[config.mk]
export PLATFORM = sky130hd
export DESIGN_NAME = mouse_cursor_overlay
export DESIGN_NICKNAME = d
export VERILOG_FILES = /design/src/rtl/mouse_cursor_overlay.sv
export SDC_FILE = /design/constraint.sdc
export NUM_CORES = 1
export LEC_CHECK = 0
export BUFFER_PORTS_ARGS = -buffer_cell sky130_fd_sc_hd__buf_2
export CORE_ASPECT_RATIO = 2
export CORE_UTILIZATION = 43
export CTS_BUF_LIST = sky130_fd_sc_hd__clkbuf_4
export CTS_CLUSTER_DIAMETER = 120
export DETAILED_ROUTE_END_ITERATION = 12
export HOLD_SLACK_MARGIN = 0.02
export SLEW_MARGIN = 20
export SYNTH_ARGS = -nofsm -noshare
export SYNTH_HDL_FRONTEND = slang
export SYNTH_SLANG_ARGS = --single-unit
[constraint.sdc]
create_clock -name Clk -period 10.3 [get_ports Clk]
set_input_delay 1.03 -clock Clk [delete_from_list [all_inputs] [get_ports Clk]]
set_output_delay 1.03 -clock Clk [all_outputs]
set_load 0.02 [all_outputs]
[src/rtl/mouse_cursor_overlay.sv]
// -----------------------------------------------------------------------------
// mouse_cursor_overlay
//
// Mouse-cursor renderer and click-event source for the railway display.
// Once per frame the raw mouse position is latched and clamped to the visible
// area. A two-stage pixel pipeline then decides whether the pixel currently
// being drawn belongs to the cursor (disc, ring, crosshair or hidden). After a
// click the cursor is drawn enlarged for FLASH_FRAMES frames, and the click
// position is offered to the path-search controller over valid/ready.
//
// Ports:
//   Clk          system clock (50 MHz)
//   Reset_n      asynchronous active-low reset
//   frame_clk    frame strobe; its rising edge starts a new frame
//   DrawX/DrawY  pixel currently being drawn
//   XMOV_MOUSE   raw mouse x
//   YMOV_MOUSE   raw mouse y
//   btn_left     left-button level
//   mode         cursor shape: 0 disc, 1 ring, 2 crosshair, 3 hidden
//   is_mouse     pixel presented two cycles earlier is part of the cursor
//   click_valid  click event pending
//   click_x/y    clamped cursor position captured at the click
//   click_ready  consumer accepts the pending event
//   click_drop   one-cycle pulse: click lost because an event was pending
// -----------------------------------------------------------------------------
module mouse_cursor_overlay #(
  parameter int COORD_W      = 10,
  parameter int H_RES        = 640,
  parameter int V_RES        = 480,
  parameter int RADIUS       = 4,
  parameter int CLICK_RADIUS = 6,
  parameter int FLASH_FRAMES = 8,
  parameter int Y_INVERT     = 1
) (
  input  logic               Clk,
  input  logic               Reset_n,
  input  logic               frame_clk,
  input  logic [COORD_W-1:0] DrawX,
  input  logic [COORD_W-1:0] DrawY,
  input  logic [COORD_W-1:0] XMOV_MOUSE,
  input  logic [COORD_W-1:0] YMOV_MOUSE,
  input  logic               btn_left,
  input  logic [1:0]         mode,
  output logic               is_mouse,
  output logic               click_valid,
  output logic [COORD_W-1:0] click_x,
  output logic [COORD_W-1:0] click_y,
  input  logic               click_ready,
  output logic               click_drop
);

  localparam int CW = COORD_W;
  localparam int SW = COORD_W + 1;        // signed coordinate difference width
  localparam int DW = 2 * SW;             // squared-distance width, overflow free
  localparam int FW = $clog2(FLASH_FRAMES + 1);

  localparam logic [CW-1:0]        H_MAX    = CW'(H_RES - 1);
  localparam logic [CW-1:0]        V_MAX    = CW'(V_RES - 1);
  localparam logic signed [SW-1:0] V_RES_S  = SW'(V_RES);
  localparam logic signed [SW-1:0] V_MAX_S  = SW'(V_RES - 1);
  localparam logic [CW-1:0]        R_IDLE   = CW'(RADIUS);
  localparam logic [CW-1:0]        R_CLICK  = CW'(CLICK_RADIUS);
  localparam logic [FW-1:0]        FLASH_LD = FW'(FLASH_FRAMES);

  // ---------------------------------------------------------------------------
  // Frame edge detection
  // ---------------------------------------------------------------------------
  logic frame_d_q;
  logic frame_rise_q;
  logic frame_rise_d;

  assign frame_rise_d = frame_clk & ~frame_d_q;

  always_ff @(posedge Clk or negedge Reset_n) begin
    if (!Reset_n) begin
      frame_d_q    <= 1'b0;
      frame_rise_q <= 1'b0;
    end else begin
      frame_d_q    <= frame_clk;
      frame_rise_q <= frame_rise_d;
    end
  end

  // ---------------------------------------------------------------------------
  // Per-frame cursor state: clamped position, shape, button, flash counter
  // ---------------------------------------------------------------------------
  logic [CW-1:0]        cur_x_q, cur_x_d;
  logic [CW-1:0]        cur_y_q, cur_y_d;
  logic signed [SW-1:0] y_raw;
  logic [1:0]           mode_q;
  logic                 btn_q;
  logic                 press;
  logic [FW-1:0]        flash_q, flash_d;
  logic [CW-1:0]        r_cur;

  always_comb begin
    cur_x_d = (XMOV_MOUSE > H_MAX) ? H_MAX : XMOV_MOUSE;

    // y may go negative when inverted, so it is formed one bit wider and
    // clamped from both sides.
    if (Y_INVERT != 0) begin
      y_raw = V_RES_S - $signed({1'b0, YMOV_MOUSE});
    end else begin
      y_raw = $signed({1'b0, YMOV_MOUSE});
    end

    if (y_raw[SW-1]) begin
      cur_y_d = '0;
    end else if (y_raw > V_MAX_S) begin
      cur_y_d = V_MAX;
    end else begin
      cur_y_d = y_raw[CW-1:0];
    end
  end

  // Only one press can be seen per frame because the button is sampled only
  // at frame_rise; this also debounces the button.
  assign press = frame_rise_q & btn_left & ~btn_q;

  always_comb begin
    flash_d = flash_q;
    if (press) begin
      flash_d = FLASH_LD;
    end else if (frame_rise_q && (flash_q != '0)) begin
      flash_d = flash_q - FW'(1);
    end
  end

  assign r_cur = (flash_q != '0) ? R_CLICK : R_IDLE;

  always_ff @(posedge Clk or negedge Reset_n) begin
    if (!Reset_n) begin
      cur_x_q <= '0;
      cur_y_q <= '0;
      mode_q  <= 2'd0;
      btn_q   <= 1'b0;
      flash_q <= '0;
    end else begin
      flash_q <= flash_d;
      if (frame_rise_q) begin
        cur_x_q <= cur_x_d;
        cur_y_q <= cur_y_d;
        mode_q  <= mode;
        btn_q   <= btn_left;
      end
    end
  end

  // ---------------------------------------------------------------------------
  // Click event channel
  // ---------------------------------------------------------------------------
  logic          click_valid_q, click_valid_d;
  logic [CW-1:0] click_x_q, click_x_d;
  logic [CW-1:0] click_y_q, click_y_d;
  logic          click_drop_q, click_drop_d;
  logic          transfer;

  assign transfer = click_valid_q & click_ready;

  always_comb begin
    click_valid_d = click_valid_q & ~transfer;
    click_x_d     = click_x_q;
    click_y_d     = click_y_q;
    click_drop_d  = 1'b0;
    if (press) begin
      // A slot freed by a transfer in this same cycle can take the new event.
      if (!click_valid_q || transfer) begin
        click_valid_d = 1'b1;
        click_x_d     = cur_x_d;
        click_y_d     = cur_y_d;
      end else begin
        click_drop_d  = 1'b1;
      end
    end
  end

  always_ff @(posedge Clk or negedge Reset_n) begin
    if (!Reset_n) begin
      click_valid_q <= 1'b0;
      click_x_q     <= '0;
      click_y_q     <= '0;
      click_drop_q  <= 1'b0;
    end else begin
      click_valid_q <= click_valid_d;
      click_x_q     <= click_x_d;
      click_y_q     <= click_y_d;
      click_drop_q  <= click_drop_d;
    end
  end

  // ---------------------------------------------------------------------------
  // Pixel pipeline, stage 1: signed offsets from the cursor centre
  // ---------------------------------------------------------------------------
  logic signed [SW-1:0] dx_q, dx_d;
  logic signed [SW-1:0] dy_q, dy_d;
  logic [CW-1:0]        r1_q;
  logic [1:0]           mode1_q;

  assign dx_d = $signed({1'b0, DrawX}) - $signed({1'b0, cur_x_q});
  assign dy_d = $signed({1'b0, DrawY}) - $signed({1'b0, cur_y_q});

  always_ff @(posedge Clk or negedge Reset_n) begin
    if (!Reset_n) begin
      dx_q    <= '0;
      dy_q    <= '0;
      r1_q    <= '0;
      mode1_q <= 2'd0;
    end else begin
      dx_q    <= dx_d;
      dy_q    <= dy_d;
      r1_q    <= r_cur;
      mode1_q <= mode_q;
    end
  end

  // ---------------------------------------------------------------------------
  // Pixel pipeline, stage 2: distance test per shape
  // ---------------------------------------------------------------------------
  logic [SW-1:0] adx, ady;
  logic [DW-1:0] adx_w, ady_w;
  logic [DW-1:0] d2;
  logic [CW-1:0] rm1;
  logic [DW-1:0] r_w, rm1_w;
  logic [DW-1:0] r_sq, rm1_sq;
  logic [SW-1:0] r_s;
  logic          hit;
  logic          is_mouse_q;

  always_comb begin
    // Magnitudes first: squaring them unsigned avoids sign handling in the
    // multiplier, and the crosshair test needs them anyway.
    adx    = dx_q[SW-1] ? SW'(-dx_q) : SW'(dx_q);
    ady    = dy_q[SW-1] ? SW'(-dy_q) : SW'(dy_q);
    adx_w  = {{(DW-SW){1'b0}}, adx};
    ady_w  = {{(DW-SW){1'b0}}, ady};
    d2     = adx_w * adx_w + ady_w * ady_w;

    rm1    = (r1_q == '0) ? '0 : r1_q - CW'(1);
    r_w    = {{(DW-CW){1'b0}}, r1_q};
    rm1_w  = {{(DW-CW){1'b0}}, rm1};
    r_sq   = r_w * r_w;
    rm1_sq = rm1_w * rm1_w;
    r_s    = {1'b0, r1_q};

    hit = 1'b0;
    case (mode1_q)
      2'd0:    hit = (d2 <= r_sq);
      // With r = 0 the lower bound is forced to 0, so the ring is empty.
      2'd1:    hit = (d2 > rm1_sq) && (d2 <= r_sq) && (r1_q != '0);
      2'd2:    hit = ((dx_q == '0) && (ady <= r_s)) ||
                     ((dy_q == '0) && (adx <= r_s));
      default: hit = 1'b0;
    endcase
  end

  always_ff @(posedge Clk or negedge Reset_n) begin
    if (!Reset_n) begin
      is_mouse_q <= 1'b0;
    end else begin
      is_mouse_q <= hit;
    end
  end

  assign is_mouse    = is_mouse_q;
  assign click_valid = click_valid_q;
  assign click_x     = click_x_q;
  assign click_y     = click_y_q;
  assign click_drop  = click_drop_q;

endmodule

======== Word-level counts from Yosys, hierarchy flattened ========
Cells that the tools add are included.
storage, ports and cells
  register bits ........................... 79
  input port bits ......................... 47
  output and inout bits ................... 23
  word-level logic and storage cells ...... 74
operators by class
  add/subtract/negate cells ............... 8
  $mul .................................... 4
  magnitude comparators ................... 6
  equality and inequality tests ........... 2
  multiplexer cells ....................... 14
  bitwise logic cells ..................... 8
  reductions and logical operators ........ 16
operators with widths
  cell                   number
  $mul 11x11->22         2
  $mux 10                4
  $add 22x22->22         1
  $gt 22x20->1           1
  $le 11x3->1            2
  $le 22x6->1            1
  $logic_not 11->1       2
  $mux 11                2
  $neg 11->11            2
  $sub 10x10->11         2
  $mul 10x10->20         1
  $gt 11x10->1 const B   1
  $sub 9x10->11 const A  1
  $gt 10x10->1 const B   1
  $logic_not 10->1       1
  $reduce_bool 10->1     1
  $mux 4                 2
  $mul 3x3->6            1
  $and 1x1->1            5
  $logic_and 1x1->1      5
  $mux 1                 4
  $reduce_bool 4->1      1
  $sub 3x1->4 const B    1
  $sub 4x1->4 const B    1
  other kinds (10)       13

======== Longest topological paths before layout ========
  depth after elaboration ................. 8
  mapped depth ............................ 36
  depth with buffers taken out ............ 36

======== Worst setup path before layout ========
Ideal clock, no wire load.
  path kind ............................... flip-flop to flip-flop
  start point ............................. reg dy_q[0]
  end point ............................... reg is_mouse_q (netlist: is_mouse)
  library setup time ...................... 132 ps
  arrival time ............................ 8,646 ps
  data required time ...................... 10,168 ps
  setup slack ............................. 1,521 ps
  cell stages (with the launch flop) ...... 37
  clock period less this slack ............ 8,779 ps
  cells stage by stage .................... dfrtp_1 > inv_1 > clkbuf_1 > ha_1 > nand2b_1 > o41ai_1 > xor2_1 > inv_1 > nand2_1 > inv_1 > fa_1 > inv_1 > fa_1 > inv_1 > ha_1 > fa_1 > fa_1 > fa_1 > inv_1 > fa_1 > inv_1 > ha_1 > a21o_1 > or3_1 > o2111ai_1 > a21boi_1 > or4b_1 > nand3_1 > ha_1 > a211oi_1 > o21ai_0 > a211oi_1 > o21ai_0 > a22oi_1 > o22ai_1 > nand4b_1 > o41ai_2
between the ends
  longest elaborated chain between the ends .. 8
  elaborated cells between the ends (all ways) .. 14
RTL lines
  element                                             RTL line  text
  start: declaration                                  195       logic signed [SW-1:0] dy_q, dy_d;
  start signal: assignment                            210       dy_q <= dy_d;
  $neg 11->11                                         233       ady = dy_q[SW-1] ? SW'(-dy_q) : SW'(dy_q);
  $mux 11                                             233
  $mul 11x11->22                                      236       d2 = adx_w * adx_w + ady_w * ady_w;
  $add 22x22->22                                      236
  $gt 22x20->1 / $le 22x6->1 (equally long branches)  249, 247
  $logic_and 1x1->1 (2 in series)                     249       2'd1: hit = (d2 > rm1_sq) && (d2 <= r_sq) && (r1_q != '0);
  $pmux 1 s3 (*)                                      246       case (mode1_q)
  via hit                                             226       logic hit;
  end signal: assignment                              260       is_mouse_q <= hit;
  end: declaration                                    227       logic is_mouse_q;
Mark *: on every way through the listed nets, which the timed path passes. The rest lies on a longest branch.
A chain may end at the register's enable or synchronous reset.

======== Worst setup path in the final report ========
  start point ............................. reg dx_q[0]
  end point ............................... reg is_mouse_q (netlist: is_mouse)
between the ends
  longest elaborated chain between the ends .. 8
  elaborated cells between the ends (all ways) .. 14
RTL lines
  element                                             RTL line  text
  start: declaration                                  194       logic signed [SW-1:0] dx_q, dx_d;
  start signal: assignment                            204       dx_q <= '0;
  start signal: assignment                            209       dx_q <= dx_d;
  $neg 11->11                                         232       adx = dx_q[SW-1] ? SW'(-dx_q) : SW'(dx_q);
  $mux 11                                             232
  $mul 11x11->22                                      236
  $add 22x22->22                                      236
  $gt 22x20->1 / $le 22x6->1 (equally long branches)  249, 247
  $logic_and 1x1->1 (2 in series)                     249
  $pmux 1 s3 (*)                                      246
  via hit                                             226
Marks and branches as above.

==> results.tsv <==
stage	metric	value	unit
run_status	status	finished clean	
clock_network	Worst-path clk slew	0.12	ns
synthesis	top cells by area, synth	fa_1 29%, ha_1 16%, dfrtp_1 16%	
sta	Final Slew Violations	0	
drt	DR WL/cell	15.96	um
sta	measured slew at the worst slew-check pin	0.9661	ns
synthesis	EDFF count, synth	0	
synthesis	top-count cell post-synth	inv_1	
global_routing	first-pass GRT wire length	48.36	mm
global_routing	number of global-route vias before repair	9967	
sta	clk_skew	0.01087	ns
worst_setup_path	CP max FO	9	
worst_setup_path	nature of the critical path startpoint	register	
worst_setup_path	Crit path required time	10.65	ns
synthesis	Cells after Synth	1349	
die	Starting Density	43.95	%
synthesis	Async SR Flop Fraction	100.0	%
worst_setup_path	CP peak stage delay	0.59	ns
final_layout	footprint of the multi-input gates	0.009084	sq mm
final_layout	layout net count	1867	
drt	Via density	4.899	
die	placement row count	86	
run	Max-cap violations	0	
worst_setup_path	CP most frequent cell	fa_1	
synthesis	sequential area share after synthesis	16.00	%
sta	Tmin final	9.638	ns
drt	drt drc	0	
die	die span in y	240.2	um
clock_network	later-pin clock latency in the skew report	0.46	ns
clock_network	CTS Buf Count	9	
drt	antenna-violating nets left	0	
synthesis	yosys warns	0	
synthesis	Commonest cells post-synth	346 x inv_1, 179 x fa_1, 159 x ha_1, 108 x nor2_1, 101 x nand2_1	
final_layout	share of cells above drive strength 1	7.935	%
worst_setup_path	Crit. End Element	register	
clock_network	Clock Tree Root	clkbuf_4	
die	Die W	121.1	um
sta	final setup vio count	0	
sta	Final Hold Vio Count	0	
die	num ports	70	
global_routing	GRT Util Overall	22.21	%
worst_setup_path	CP arrival	9.99	ns
synthesis	Primary FF master, synth	dfrtp_1	
clock_network	CTS tree	done	
final_layout	Area Overhead vs Synth	9.353	%
synthesis	Distinct cells, synth	63	
synthesis	Seq cells post-synth	78	
drt	Detailed Routing Iterations Pass 1	4	
global_routing	initial antenna violation count	1	
placement	DP Area	0.01324	sq mm
clock_network	Setup Buffers After CTS	0	
clock_network	htree depth	3	
global_routing	GR Overflow Total	0	
placement	HPWL after detailed placement	26.03	mm
drt	drt total wl	29.38	mm
clock_network	CTS Hold Bufs	0	
clock_network	CTS max path bufs	2	
placement	GP Congestion	0.9577	
final_layout	FILL cells	2770	
final_layout	Final Cell Area	0.01334	sq mm
global_routing	largest net degree at the start of global routing	79	
synthesis	top cell type's share of synthesized area	29.37	%
die	DIE AREA	0.02909	sq mm
die	core area	0.02776	sq mm
synthesis	synthesized cell area	0.01220	sq mm
sta	setup TNS	0	ns
final_layout	Register Area	0.001952	sq mm
drt	initial DRC count	242	
synthesis	post-synthesis area per instance	9.044	sq um
clock_network	CTS sink cnt	78	
worst_setup_path	Max stage delay cell, worst path	fa_1	
synthesis	cell type with the highest aggregate area in the netlist	fa_1	
placement	number of buffers added on ports	69	
min_path	HP Class	reg2reg	
sta	RSZ-0062 raised after global routing	false	
sta	Highest Clock Rate	103.8	MHz
sta	fin crit share	93.57	%
worst_setup_path	critical path class	reg2reg	
sta	slew margin rel.	35.59	%
drt	vias	9015	
layout by cell type, fill, tap and decap left out, types with 14 or more instances in the layout:
cell type and count:
a21o_1 17, a21oi_1 29, buf_2 68, buf_4 14, conb_1 59, dfrtp_1 78
fa_1 179, ha_1 159, inv_1 346, nand2_1 101, nand2b_1 15, nand3_1 18
nor2_1 108, nor3_1 18, o21ai_0 58, xnor2_1 31, xor2_1 31
timing repair:
| action | 4_1_cts | 5_1_grt |
|---|---|---|
| gates resized for setup | 0 | 1 |
| setup endpoints to repair | 0 | 1 |
| hold endpoints to repair | 0 | 0 |
worst paths after layout:
check	startpoint	to	slack, ns	cells after the start
max in group asynchronous	Reset_n	dy_q[5]$_DFF_PN0_	8.96	1
min in group asynchronous	Reset_n	flash_q[1]$_DFFE_PN0P_	0.71	1
worst max-delay path	dx_q[0]$_DFF_PN0_	is_mouse$_DFF_PN0_	0.66	34
worst min register to register	mode_q[1]$_DFFE_PN0P_	mode1_q[1]$_DFF_PN0_	0.39	0
worst max register to register	dx_q[0]$_DFF_PN0_	is_mouse$_DFF_PN0_	0.66	34
worst min-delay path	mode_q[1]$_DFFE_PN0P_	mode1_q[1]$_DFF_PN0_	0.39	0
per-layer routing:
layer  track usage, %  share of wire, %  wire (um)  vias to the layer above
li1                 -                 -          -                     4402
met1            19.85                32       9473                     4357
met2            44.71                57      16890                      174
met3            1.898               2.2        659                       82
met4            16.01               8.0       2353                        0
met5                0                 0          0                        -
metrics by stage:
| step | hold slack, ns | instances | worst slack (ns) | utilization [%] |
|---|---|---|---|---|
| floorplan | 0.3501 | 1406 | 1.521 | - |
| global placement | 0.3570 | 1823 | 0.6392 | 47.67 |
| detailed placement | 0.3602 | 1823 | 0.5474 | 47.67 |
| CTS | 0.3895 | 1839 | 0.4904 | 48.05 |
| global route | 0.4042 | 1840 | 0.03246 | 48.06 |
| finish | 0.3854 | 1840 | 0.6619 | 48.06 |
flip-flops by register name, summed over array words and instances, names as in the netlist, 2 cells and up:
register and cells:
r1_q 2, click_x 10, click_y 10, mode_q 2, flash_q 4, mode1_q 2, cur_x_q 10, dx_q 11
cur_y_q 10, dy_q 11
worst max-delay path, delay by kind of cell, from the launching register on:
family | cells | cell delay [ns]
compound gates | 11 | 1.97
xor+xnor | 1 | 0.45
fa+ha+maj | 10 | 4.38
buf+inv | 6 | 0.73
flops | 1 | 0.51
simple gates | 6 | 1.49
cell families (layout without fill, tap and decap cells):
family | after synthesis | in the layout | share of synthesized area [%]
adders and majority gates | 338 | 338 | 45.68
xor gates and xnor gates | 64 | 64 | 4.717
other | 2 | 60 | 0.06156
AOI/OAI and AO/OA | 163 | 163 | 8.461
buffers and inverters | 367 | 448 | 11.30
and+or+nand+nor | 320 | 320 | 12.33
muxes | 17 | 17 | 1.456
DFF | 78 | 78 | 16.00
layout make-up:
| cell class | count | share of cell area, % |
|---|---|---|
| antenna | 1 | 0.01876 |
| timing repair buffer | 82 | 3.339 |
| clock inverter | 6 | 0.2157 |
| sequential | 78 | 14.63 |
| clock buffer | 10 | 0.5627 |
| multi-input combinational | 961 | 68.09 |
| tap | 352 | 3.301 |
| inverter | 350 | 9.847 |
Power is not shown: default switching activity piles up to over one toggle a cycle in this logic, so the estimate is an artifact.
